### config.mk
export PLATFORM = sky130hd
export DESIGN_NAME = rect_rasterizer
export DESIGN_NICKNAME = d
export VERILOG_FILES = /design/src/rtl/rect_raster_pkg.sv /design/src/rtl/rect_cmd_fifo.sv /design/src/rtl/rect_rasterizer.sv
export SDC_FILE = /design/constraint.sdc
export NUM_CORES = 1
export LEC_CHECK = 0
export ABC_AREA = 0
export CAP_MARGIN = 20
export CORE_AREA = 2 2 179 181
export DETAILED_ROUTE_END_ITERATION = 10
export DIE_AREA = 0 0 181 183
export PLACE_DENSITY = 0.87
export REMOVE_ABC_BUFFERS = 1
export SLEW_MARGIN = 5
export SYNTH_ARGS = -nofsm -noshare
export SYNTH_HDL_FRONTEND = slang
export SYNTH_HIERARCHICAL = 1
export SYNTH_SLANG_ARGS = --single-unit
### constraint.sdc
create_clock -name Clk -period 11.7 [get_ports Clk]
set_input_delay 1.17 -clock Clk [delete_from_list [all_inputs] [get_ports Clk]]
set_output_delay 1.17 -clock Clk [all_outputs]
set_load 0.01 [all_outputs]
### src/rtl/rect_raster_pkg.sv
// Shared types and defaults for the rectangle rasterizer.
package rect_raster_pkg;

    localparam int unsigned FRAME_W_DEF = 320;
    localparam int unsigned FRAME_H_DEF = 240;
    localparam int unsigned COORD_W     = 10;

    // One filled-rectangle command; corners are inclusive.
    typedef struct packed {
        logic [COORD_W-1:0] x0;
        logic [COORD_W-1:0] y0;
        logic [COORD_W-1:0] x1;
        logic [COORD_W-1:0] y1;
        logic [3:0]         color;
    } rect_cmd_t;

    // Render FSM states.
    typedef logic [1:0] rast_state_t;
    localparam rast_state_t StDone  = 2'd0;
    localparam rast_state_t StClear = 2'd1;
    localparam rast_state_t StFetch = 2'd2;
    localparam rast_state_t StDraw  = 2'd3;

    // Saturate a coordinate at the last visible index.
    function automatic logic [COORD_W-1:0] clamp_coord(input logic [COORD_W-1:0] v,
                                                       input logic [COORD_W-1:0] lim);
        return (v > lim) ? lim : v;
    endfunction

endpackage

### src/rtl/rect_cmd_fifo.sv
// Synchronous FIFO holding pending rectangle commands; pop data is the head entry.
module rect_cmd_fifo
    import rect_raster_pkg::*;
#(
    parameter int unsigned DEPTH = 8
) (
    input  logic      clk_i,
    input  logic      reset_i,
    input  logic      push_i,
    input  rect_cmd_t push_data_i,
    input  logic      pop_i,
    output rect_cmd_t pop_data_o,
    output logic      full_o,
    output logic      empty_o
);

    localparam int unsigned PTR_W = $clog2(DEPTH);

    rect_cmd_t        mem_q [DEPTH];
    logic [PTR_W:0]   wr_ptr_q, wr_ptr_d;
    logic [PTR_W:0]   rd_ptr_q, rd_ptr_d;
    logic             do_push, do_pop;

    // Extra pointer MSB distinguishes full from empty when the indices match.
    assign empty_o    = (wr_ptr_q == rd_ptr_q);
    assign full_o     = (wr_ptr_q[PTR_W] != rd_ptr_q[PTR_W]) &&
                        (wr_ptr_q[PTR_W-1:0] == rd_ptr_q[PTR_W-1:0]);
    assign pop_data_o = mem_q[rd_ptr_q[PTR_W-1:0]];

    // Pointer advance; push and pop may coincide.
    always_comb begin
        do_push  = push_i && !full_o;
        do_pop   = pop_i && !empty_o;
        wr_ptr_d = do_push ? wr_ptr_q + (PTR_W+1)'(1) : wr_ptr_q;
        rd_ptr_d = do_pop  ? rd_ptr_q + (PTR_W+1)'(1) : rd_ptr_q;
    end

    // Pointer registers with synchronous reset.
    always_ff @(posedge clk_i) begin
        if (reset_i) begin
            wr_ptr_q <= '0;
            rd_ptr_q <= '0;
        end else begin
            wr_ptr_q <= wr_ptr_d;
            rd_ptr_q <= rd_ptr_d;
        end
    end

    // Storage array; contents need no reset.
    always_ff @(posedge clk_i) begin
        if (do_push) begin
            mem_q[wr_ptr_q[PTR_W-1:0]] <= push_data_i;
        end
    end

endmodule

### src/rtl/rect_rasterizer.sv
// Frame renderer: clears the back buffer, then draws queued rectangles one pixel per clock.
// Optional macro RECT_RASTER_CLIP_EN: clamp off-screen corners instead of discarding the command.
module rect_rasterizer
    import rect_raster_pkg::*;
#(
    parameter int unsigned FRAME_W    = FRAME_W_DEF,
    parameter int unsigned FRAME_H    = FRAME_H_DEF,
    parameter int unsigned FIFO_DEPTH = 8,
    parameter logic [3:0]  BG_COLOR   = 4'h0
) (
    input  logic       Clk,
    input  logic       Reset,
    input  logic       gpu_start,
    input  logic       cmd_valid,
    output logic       cmd_ready,
    input  logic [9:0] cmd_x0,
    input  logic [9:0] cmd_y0,
    input  logic [9:0] cmd_x1,
    input  logic [9:0] cmd_y1,
    input  logic [3:0] cmd_color,
    output logic [9:0] gpu_x,
    output logic [9:0] gpu_y,
    output logic [3:0] gpu_data,
    output logic       gpu_we,
    output logic       gpu_done
);

    localparam logic [9:0] X_LAST = 10'(FRAME_W - 1);
    localparam logic [9:0] Y_LAST = 10'(FRAME_H - 1);

    logic        start_meta_q, start_sync_q, start_prev_q;
    logic        start_edge;
    rast_state_t state_q, state_d;
    logic [9:0]  x_q, x_d, y_q, y_d;
    rect_cmd_t   cmd_q, cmd_d;
    logic [9:0]  gpu_x_q, gpu_x_d, gpu_y_q, gpu_y_d;
    logic [3:0]  gpu_data_q, gpu_data_d;
    logic        gpu_we_q, gpu_we_d, gpu_done_q, gpu_done_d;
    logic        fifo_full, fifo_empty, fifo_pop;
    rect_cmd_t   fifo_head, fetch_cmd, push_cmd;
    logic        fetch_ok;

    assign push_cmd  = '{x0: cmd_x0, y0: cmd_y0, x1: cmd_x1, y1: cmd_y1, color: cmd_color};
    assign cmd_ready = !fifo_full;

    rect_cmd_fifo #(
        .DEPTH (FIFO_DEPTH)
    ) u_fifo (
        .clk_i       (Clk),
        .reset_i     (Reset),
        .push_i      (cmd_valid && cmd_ready),
        .push_data_i (push_cmd),
        .pop_i       (fifo_pop),
        .pop_data_o  (fifo_head),
        .full_o      (fifo_full),
        .empty_o     (fifo_empty)
    );

    // gpu_start comes from another domain: two-flop synchroniser plus edge history.
    always_ff @(posedge Clk) begin
        if (Reset) begin
            start_meta_q <= 1'b0;
            start_sync_q <= 1'b0;
            start_prev_q <= 1'b0;
        end else begin
            start_meta_q <= gpu_start;
            start_sync_q <= start_meta_q;
            start_prev_q <= start_sync_q;
        end
    end

    assign start_edge = start_sync_q && !start_prev_q;

    // Head-of-queue command as it will be drawn, and whether it produces any pixels.
    always_comb begin
`ifdef RECT_RASTER_CLIP_EN
        fetch_cmd       = fifo_head;
        fetch_cmd.x0    = clamp_coord(fifo_head.x0, X_LAST);
        fetch_cmd.x1    = clamp_coord(fifo_head.x1, X_LAST);
        fetch_cmd.y0    = clamp_coord(fifo_head.y0, Y_LAST);
        fetch_cmd.y1    = clamp_coord(fifo_head.y1, Y_LAST);
        fetch_ok        = (fetch_cmd.x1 >= fetch_cmd.x0) && (fetch_cmd.y1 >= fetch_cmd.y0);
`else
        fetch_cmd       = fifo_head;
        fetch_ok        = (fifo_head.x0 <= X_LAST) && (fifo_head.x1 <= X_LAST) &&
                          (fifo_head.y0 <= Y_LAST) && (fifo_head.y1 <= Y_LAST) &&
                          (fifo_head.x1 >= fifo_head.x0) && (fifo_head.y1 >= fifo_head.y0);
`endif
    end

    // FSM next state, sweep counters and registered pixel outputs.
    always_comb begin
        state_d    = state_q;
        x_d        = x_q;
        y_d        = y_q;
        cmd_d      = cmd_q;
        fifo_pop   = 1'b0;
        gpu_x_d    = gpu_x_q;
        gpu_y_d    = gpu_y_q;
        gpu_data_d = gpu_data_q;
        gpu_we_d   = 1'b0;
        gpu_done_d = gpu_done_q;
        case (state_q)
            StDone: begin
                gpu_done_d = 1'b1;
                if (start_edge) begin
                    state_d    = StClear;
                    x_d        = '0;
                    y_d        = '0;
                    gpu_done_d = 1'b0;
                end
            end
            StClear: begin
                gpu_x_d    = x_q;
                gpu_y_d    = y_q;
                gpu_data_d = BG_COLOR;
                gpu_we_d   = 1'b1;
                if (x_q == X_LAST) begin
                    x_d = '0;
                    if (y_q == Y_LAST) begin
                        state_d = StFetch;
                    end else begin
                        y_d = y_q + 10'd1;
                    end
                end else begin
                    x_d = x_q + 10'd1;
                end
            end
            StFetch: begin
                if (!fifo_empty) begin
                    fifo_pop = 1'b1;
                    cmd_d    = fetch_cmd;
                    // Empty commands are dropped here and the next one is fetched.
                    if (fetch_ok) begin
                        state_d = StDraw;
                        x_d     = fetch_cmd.x0;
                        y_d     = fetch_cmd.y0;
                    end
                end else begin
                    state_d    = StDone;
                    gpu_done_d = 1'b1;
                end
            end
            StDraw: begin
                gpu_x_d    = x_q;
                gpu_y_d    = y_q;
                gpu_data_d = cmd_q.color;
                gpu_we_d   = 1'b1;
                if (x_q == cmd_q.x1) begin
                    x_d = cmd_q.x0;
                    if (y_q == cmd_q.y1) begin
                        state_d = StFetch;
                    end else begin
                        y_d = y_q + 10'd1;
                    end
                end else begin
                    x_d = x_q + 10'd1;
                end
            end
            default: begin
                state_d = StDone;
            end
        endcase
    end

    // State and output registers; reset also aborts a frame in progress.
    always_ff @(posedge Clk) begin
        if (Reset) begin
            state_q    <= StDone;
            x_q        <= '0;
            y_q        <= '0;
            cmd_q      <= '0;
            gpu_x_q    <= '0;
            gpu_y_q    <= '0;
            gpu_data_q <= '0;
            gpu_we_q   <= 1'b0;
            gpu_done_q <= 1'b1;
        end else begin
            state_q    <= state_d;
            x_q        <= x_d;
            y_q        <= y_d;
            cmd_q      <= cmd_d;
            gpu_x_q    <= gpu_x_d;
            gpu_y_q    <= gpu_y_d;
            gpu_data_q <= gpu_data_d;
            gpu_we_q   <= gpu_we_d;
            gpu_done_q <= gpu_done_d;
        end
    end

    assign gpu_x    = gpu_x_q;
    assign gpu_y    = gpu_y_q;
    assign gpu_data = gpu_data_q;
    assign gpu_we   = gpu_we_q;
    assign gpu_done = gpu_done_q;

endmodule

# Word level (Yosys, flattened, before mapping)
# Memories as Yosys holds them, arrays and structs flattened. A register that Yosys moved wholly into a read port is not among the register bits.
# Index checks and enable logic that the tools add are counted.
# classes
add_sub_neg	4
mul	0
div_mod_pow	0
magnitude_cmp	6
eq_ne	21
n_shift	0
n_mux	32
n_bitwise	1
n_reduce_logical	22
# op_table
operator	n
10-bit two-way mux	11
10-bit case mux with 4 select lines	2
10-bit by 1-bit adder with 10-bit output, second input constant	2
10-bit == test	2
10-bit greater-or-equal comparator	2
10-bit by 8-bit less-or-equal comparator with 1-bit output, second input constant	2
10-bit by 9-bit less-or-equal comparator with 1-bit output, second input constant	2
2-bit != test, second input constant	10
2-bit two-way mux	7
10-bit by 8-bit == test with 1-bit output, second input constant	1
10-bit by 9-bit == test with 1-bit output, second input constant	1
1-bit logical AND	10
4-bit by 1-bit adder with 4-bit output, second input constant	2
2-bit case mux with 4 select lines	1
4-bit case mux with 2 select lines	1
1-bit two-way mux	7
7-bit AND reduction	1
3-bit two-way mux	2
6-bit AND reduction	1
2-bit == test, second input constant	2
4-bit == test	1
2-bit AND reduction	2
2-bit nonzero test	2
3-bit == test	1
other kinds (9)	11
# totals
regBits	93
latchBits	0
ramBits	352
rom_bits	0
in_bits	48
out_inout_bits	27
wordCells	104
memories	1
# mem_list
name	words	width	rd	rd_ports_with_merged_regs	write_ports	line	rtl
u_fifo.mem_q	8	44	1	1	1	rect_cmd_fifo.sv:19	rect_cmd_t mem_q [DEPTH];

# Depth between registers and ports, before layout
# Gate-level depths: netlist of the first run.
# logic_depth
word_depth	9
depth_mapped	16
mapped_depth_nobuf	11

# Cells and area by module
# Netlist of the first run, hierarchy kept.
# by_module_without_submodules
module	n_inst	cells_each	area_each_um2	seq_area_each_um2
rect_cmd_fifo	1	594	14007.2	10790.3
rect_rasterizer	1	547	4519.3	1701.6

# Worst setup path after synthesis of the first run
# OpenSTA, ideal clock, no wires.
# synth_timing
kind	input to register
startpoint	in cmd_valid
endpoint	mem u_fifo/mem_q[5][0] in the netlist's numbering (enable)
setup_time_ps	570
arrival_time_ps	6113
required_time_ps	11130
setup_slack_ps	5016
path_stages	3
n_path_buf	0
path_cell_list	nor2b_1 nand2_1 nor4b_1
# synth_via
elab_chain_cells	4
# synth_lines
element	line	rtl
start: declaration	rect_rasterizer.sv:14	input logic cmd_valid,
1-bit logical AND	rect_rasterizer.sv:51	.push_i (cmd_valid && cmd_ready),
1-bit logical AND	rect_cmd_fifo.sv:32	do_push = push_i && !full_o;
1-bit two-way mux	rect_cmd_fifo.sv:51	if (do_push) begin
1-bit two-way mux (implied by the code)	rect_cmd_fifo.sv:52	mem_q[wr_ptr_q[PTR_W-1:0]] <= push_data_i;
end: declaration	rect_cmd_fifo.sv:19	
# Every way passes these cells.

==> impl_metrics.csv, run 1 <==
group,metric,value,unit
sta,worst_pin_slew,0.986,ns
floorplanning,die_y,183,um
cells_and_area,diodes,0,
detailed_routing,antenna_left,0,
min_path,min_path_cells,2,
floorplanning,core,0.0312,mm^2
floorplanning,num_rows,65,
sta,fin_hold_ws,0.457,ns
sta,setup-tns-final,0,ns
floorplanning,dieArea,0.0331,mm^2
cells_and_area,post-route-util,0.674,
sta,setup_ws,6.75,ns
pwr,powerDensity,157,mW/mm^2
worst_setup_path,crit_arrival,5.41,ns
sta,fin_crit_sh,0.423,
synth,syn_area,0.0185,mm^2
run,max_cap_viol_count,0,
sta,max_freq,202,MHz
run_status,status,"finished, final reports clean",
detailed_routing,routed_wl,40.7,mm
worst_setup_path,endpoint_kind,"flip-flop",
cells_and_area,final_layout_size_suffix_gt1_frac,0.208,
sta,grt_setup_unrepaired,"no",
synth,synth_mux_area_frac,0.152,
pwr,peakVddDrop,0.000113,V
worst_setup_path,rrSetupSlack,6.75,ns
clock_tree,cts_tree,"yes",
clock_tree,insertion_delay,0.54,ns
global_route,grt_pass1_vias,10736,
synth,synthTopCellsByCount,"352 x edfxtp_1, 96 x dfxtp_1, 96 x nand2_1, 88 x mux4_2, 59 x a21oi_1",
synth,ys_types,74,
cells_and_area,regArea,0.0125,mm^2
synth,synth_top_family_by_area,"multiplexers",
synth,seq_area_frac_synth,0.674,
worst_setup_path,path_max_fanout,38,
sta,setup_viol,0,
synth,yosys.area_share.xor_xnor,0.0147,
synth,synthAdderAreaFrac,0.0162,
synth,synth_area_leaders,"edfxtp_1 57%, mux4_2 11%, dfxtp_1 10%, mux2_2 2.4%, nand2_1 1.9%",
synth,synth_edf_count,352,
detailed_routing,vias,10590,
min_path,holdCritStartpoint,"cmd_q[34]",
detailed_routing,firstDrtPassIters,9,
synth,synthSimpleGateAreaFrac,0.0623,
min_path,hold_end,"cmd_q[34]",
synth,synthFlopType,"edfxtp_1",
floorplanning,io_pins,75,
floorplanning,initial_utilization,0.593,
clock_tree,cts.htree.levels,2,
synth,synth_top_area_cell,"edfxtp_1",
clock_tree,cts_setup_buffers,0,
synth,synth.most_common_cell,"edfxtp_1",
cells_and_area,multiInputGateArea,0.00560,mm^2
synth,synthArstFlopShare,0,
synth,yosysTopAreaCellShare,0.571,
global_route,grt_max_degree,77,
sta,max_slew_margin,0.337,
clock_tree,cts_hold_buf,0,
cells_and_area,final_cells,1644,
worst_setup_path,startpoint_type,"flip-flop",
placement,dp_slack,6.63,ns
detailed_routing,vias_per_cell,6.44,
clock_tree,cts-resized-gates,0,
synth,postSynthAreaPerCell,16.2,um^2
floorplanning,die_w,181,um
worst_setup_path,r2r_end,"x_q[2]",
synth,ys_warn_count,6,
global_route,grt_usage,0.249,
global_route,grt_pass1_wl,62.7,mm
worst_setup_path,rr_worst_depth,12,
pwr,power,3.31,mW
clock_tree,clk_path_buf_depth,3,
cells_and_area,fill_cells,1963,
placement,dp_hpwl,22.6,mm
min_path,hold_class,"flip-flop to flip-flop",
clock_tree,path_clk_slew,0.06,ns
detailed_routing,detail_route.wl_per_cell,24.8,um
pwr,p_leak,6.69,nW
global_route,gr-total-overflow,0,
worst_setup_path,required,12.16,ns
cells_and_area,fin_nets,1281,
sta,fin_crit,4.95,ns
synth,ys_ff_latch,448,
detailed_routing,drt_iter0_markers,1314,
sta,finClkSkew,0.0214,ns
placement,place.gp.congestion,0.863,
clock_tree,clockRootBuffer,"clkbuf_16",
global_route,antenna_found_initial,1,
placement,placedCellCount,1565,
cells_and_area,area_growth,13.6,%
sta,drv_slew,0,
clock_tree,clock_sinks,448,
worst_setup_path,worstSetupPathType,"flip-flop to flip-flop",
detailed_routing,drc,0,
clock_tree,numCtsBuffers,43,
synth,syn_inst,1141,
placement,dpl_cell_area,0.0196,mm^2
sta,hold_viol_final,0,
cells_and_area,fin_area,0.0210,mm^2
synth,synth_compound_area_frac,0.0540,
placement,portBuffers,74,
## worst max path at each step
stage / slack (ns) / end / from / cells past startpoint
after CTS: 6.58 / x_q[2] / flip-flop / 11
after global routing: 6.39 / x_q[2] / flip-flop / 13
after global placement: 6.76 / x_q[1] / flip-flop / 12
after floorplan: 5.01 / u_fifo/mem_q[5][0] / cmd_valid / 3
after detailed placement: 6.63 / x_q[1] / flip-flop / 11
final: 6.75 / x_q[2] / flip-flop / 12
## logic make-up after synthesis
group,after synthesis
compound gates,146
buf+inv,99
simple gates,231
xor+xnor,31
flops,448
mux,162
fa+ha+maj,24
## final cells by class
type,count,area share
tap,402,0.0239
clock inverter,22,0.0105
timing repair buffer,94,0.0432
multi-input combinational,594,0.266
sequential,448,0.594
inverter,28,0.00499
clock buffer,56,0.0573
## power breakdown
part           internal, mW  total, mW  switching [mW]
logic                0.0615      0.162           0.100
clock network         0.800       1.39           0.585
registers              1.75       1.76          0.0116
total                  2.61       3.31           0.696
## sequential cells by signal, summed over array words and instances, names as in the netlist, 2 cells and up, named ones only
signal,flops
gpu_y,10
y_q,10
gpu_data,4
cmd_q,34
u_fifo/wr_ptr_q,4
x_q,10
gpu_x,10
state_q,2
u_fifo/rd_ptr_q,4
u_fifo/mem_q,352
## worst max-delay path, stage by stage, from the launching register on
cell and delay (ns):
dfxtp_4 0.83, buf_4 0.54, buf_16 0.30, mux4_2 0.53
mux2_4 0.30, ha_1 0.28, nand2b_1 0.16, a211oi_1 0.28
nor3_1 0.09, o31ai_2 0.50, o21a_1 0.60, o21ai_1 0.17
a21oi_1 0.18
## cell usage in the layout, fill, tap and decap left out, drive strengths merged, types with 6 or more instances in the layout
| master | netlist | final |
|---|---|---|
| ha | 24 | 24 |
| mux2 | 51 | 51 |
| mux2i | 23 | 23 |
| nor3 | 10 | 10 |
| nor2 | 42 | 42 |
| dfxtp | 96 | 96 |
| clkinv | 0 | 12 |
| nor2b | 11 | 11 |
| o211ai | 10 | 10 |
| nor4 | 6 | 6 |
| clkbuf | 38 | 56 |
| clkdlybuf4s50 | 0 | 73 |
| nand4 | 14 | 14 |
| xnor2 | 27 | 27 |
| nand3 | 17 | 17 |
| a21oi | 59 | 59 |
| nand2b | 9 | 9 |
| a31oi | 6 | 6 |
| buf | 33 | 21 |
| inv | 28 | 31 |
| a22oi | 7 | 7 |
| o21ai | 9 | 9 |
| mux4 | 88 | 88 |
| nand2 | 96 | 96 |
| o31ai | 16 | 16 |
| edfxtp | 352 | 352 |
## metal layers
layer,track usage,vias to the layer above,wire length (um)
met5,0,-,16
met2,0.408,588,20000
met4,0.0807,2,1320
li1,-,4578,-
met3,0.0475,123,3730
met1,0.343,5299,15600
Note: power is estimated with default switching activity, not from simulation.
==> run 2: changes to the inputs <==
- clock period: 11.7 -> 4.6 ns (I/O delays scaled with it)
==> run 2 against run 1 <==
Count of clock-buffer cells in the layout shrank 1. Maximum frequency increased by 25%. Combinational power rose to 2.5 times the previous value. Flip-flop and latch count stayed put. Clock power grew to 2.6 times the previous value. Cell area up 0.40%. Sequential power rose to 2.5 times the previous value. Clock skew up 0.0022 ns. Global-route usage fell by 0.27 points. Worst setup slack worse by 6.1 ns. Sequential share of layout area shrank 0.24 points. Die area unchanged. Critical path type unchanged. Critical endpoint unchanged. Largest cell class unchanged.
==> impl_metrics.csv, run 2 (same netlist as run 1, synthesis figures left out) <==
group,metric,value,unit
pwr,powerDensity,402,mW/mm^2
worst_setup_path,rr_worst_depth,12,
clock_tree,insertion_delay,0.55,ns
detailed_routing,vias,10656,
detailed_routing,drt_iter0_markers,1302,
sta,max_slew_margin,0.437,
placement,portBuffers,74,
worst_setup_path,rrSetupSlack,0.65,ns
detailed_routing,firstDrtPassIters,6,
floorplanning,io_pins,75,
min_path,holdCritStartpoint,"Reset",
min_path,hold_class,"input pin to flip-flop",
cells_and_area,final_common_cell,"edfxtp_1",
placement,dp_hpwl,22.8,mm
cells_and_area,largest_reg_flops,352,
global_route,grt_pass1_wl,62.0,mm
global_route,grt_usage,0.247,
detailed_routing,antenna_left,0,
global_route,antenna_found_initial,0,
cells_and_area,fin_nets,1288,
worst_setup_path,path_max_fanout,40,
global_route,grt_max_degree,61,
worst_setup_path,r2r_end,"x_q[2]",
floorplanning,num_rows,65,
clock_tree,cts_hold_buf,0,
sta,fin_crit_sh,0.858,
detailed_routing,vias_per_cell,6.45,
worst_setup_path,required,5.06,ns
cells_and_area,diodes,0,
floorplanning,core,0.0312,mm^2
floorplanning,die_y,183,um
run,max_cap_viol_count,0,
run_status,status,"finished, final reports clean",
global_route,grt_pass1_vias,10791,
clock_tree,path_clk_slew,0.06,ns
pwr,power,8.49,mW
worst_setup_path,crit_arrival,4.41,ns
floorplanning,dieArea,0.0331,mm^2
clock_tree,cts-resized-gates,0,
clock_tree,cts.htree.levels,2,
clock_tree,clk_path_buf_depth,3,
sta,setup_viol,0,
cells_and_area,layout_common_cells,"352 x edfxtp_1, 96 x nand2_1, 92 x dfxtp_1",
floorplanning,initial_utilization,0.593,
cells_and_area,fin_area,0.0211,mm^2
clock_tree,clock_sinks,448,
min_path,min_path_cells,2,
detailed_routing,routed_wl,40.5,mm
sta,worst_pin_slew,0.845,ns
worst_setup_path,endpoint_kind,"flip-flop",
cells_and_area,final_layout_size_suffix_gt1_frac,0.210,
worst_setup_path,worstSetupPathType,"flip-flop to flip-flop",
clock_tree,cts_setup_buffers,0,
sta,grt_setup_unrepaired,"no",
pwr,peakVddDrop,0.000426,V
clock_tree,numCtsBuffers,44,
detailed_routing,drc,0,
placement,dpl_cell_area,0.0197,mm^2
floorplanning,die_w,181,um
worst_setup_path,startpoint_type,"flip-flop",
detailed_routing,detail_route.wl_per_cell,24.5,um
global_route,gr-total-overflow,0,
placement,place.gp.congestion,0.876,
clock_tree,cts_tree,"yes",
cells_and_area,area_growth,14.0,%
sta,fin_crit,3.95,ns
clock_tree,clockRootBuffer,"clkbuf_16",
pwr,p_leak,6.74,nW
min_path,hold_end,"gpu_x[3]",
sta,hold_viol_final,0,
sta,max_freq,253,MHz
sta,drv_slew,0,
sta,finClkSkew,0.0236,ns
-- run 2: cell types whose count changed in the layout (fill, tap and decap cells not counted) --
cell	before	now
buf_4	20	24
buf_12	0	3
clkbuf_8	6	3
clkinv_2	7	10
clkinv_4	4	1
bufinv_16	3	5
clkbuf_1	6	8
clkinv_1	1	3
buf_16	1	0
clkinv_8	0	1
clkinvlp_4	4	3
inv_6	3	2
-- run 2: power by group --
group / switching (mW) / total [mW] / internal [mW]
Combinational: 0.250 / 0.406 / 0.156
Clock: 1.50 / 3.60 / 2.10
Sequential: 0.0288 / 4.48 / 4.45
Total: 1.78 / 8.49 / 6.71
-- run 2: per-layer routing --
metal / vias up / GRT usage / share of wire
li1: 4604 / - / -
met1: 5403 / 0.341 / 0.40
met2: 541 / 0.407 / 0.49
met3: 108 / 0.0409 / 0.077
met4: 0 / 0.0797 / 0.029
met5: - / 0 / 0
-- run 2: how the worst max path moves through the flow --
| stage | end |
|---|---|
| 4_1_cts | x_q[2] |
| 5_1_grt | x_q[2] |
| 3_3_place_gp | x_q[1] |
| 2_1_floorplan | x_q[1] |
| 3_5_place_dp | x_q[2] |
| 6_report | x_q[2] |
-- run 2: final cells by class --
cell class                 count  area (um^2)
multi-input combinational    594         5600
sequential                   448        12500
fill                        2001        10100
clock inverter                25          277
clock buffer                  55         1170
inverter                      28          105
tap                          402          503
timing repair buffer         100          971
-- run 2: critical path, cell delays in order (launching register included) --
cell      delay, ns
dfxtp_4        0.40
buf_12         0.31
mux4_2         0.55
mux2_2         0.30
inv_1          0.06
ha_1           0.22
nand2b_1       0.18
a211oi_1       0.27
nor3_1         0.08
o31ai_2        0.51
o21a_1         0.58
o21ai_1        0.18
a21oi_1        0.20
-- run 2: per-stage QoR --
stage	std cells	hold slack, ns	TNS [ns]	util	setup WS, ns
final	1652	0.367	0	0.677	0.651
after global routing	1652	0.396	0	0.677	0.420
after CTS	1652	0.361	0	0.677	0.603
after detailed placement	1572	0.431	0	0.630	0.641
after global placement	1572	0.430	0	0.630	0.871
after floorplan	1070	0.414	-325.83	-	-1.88
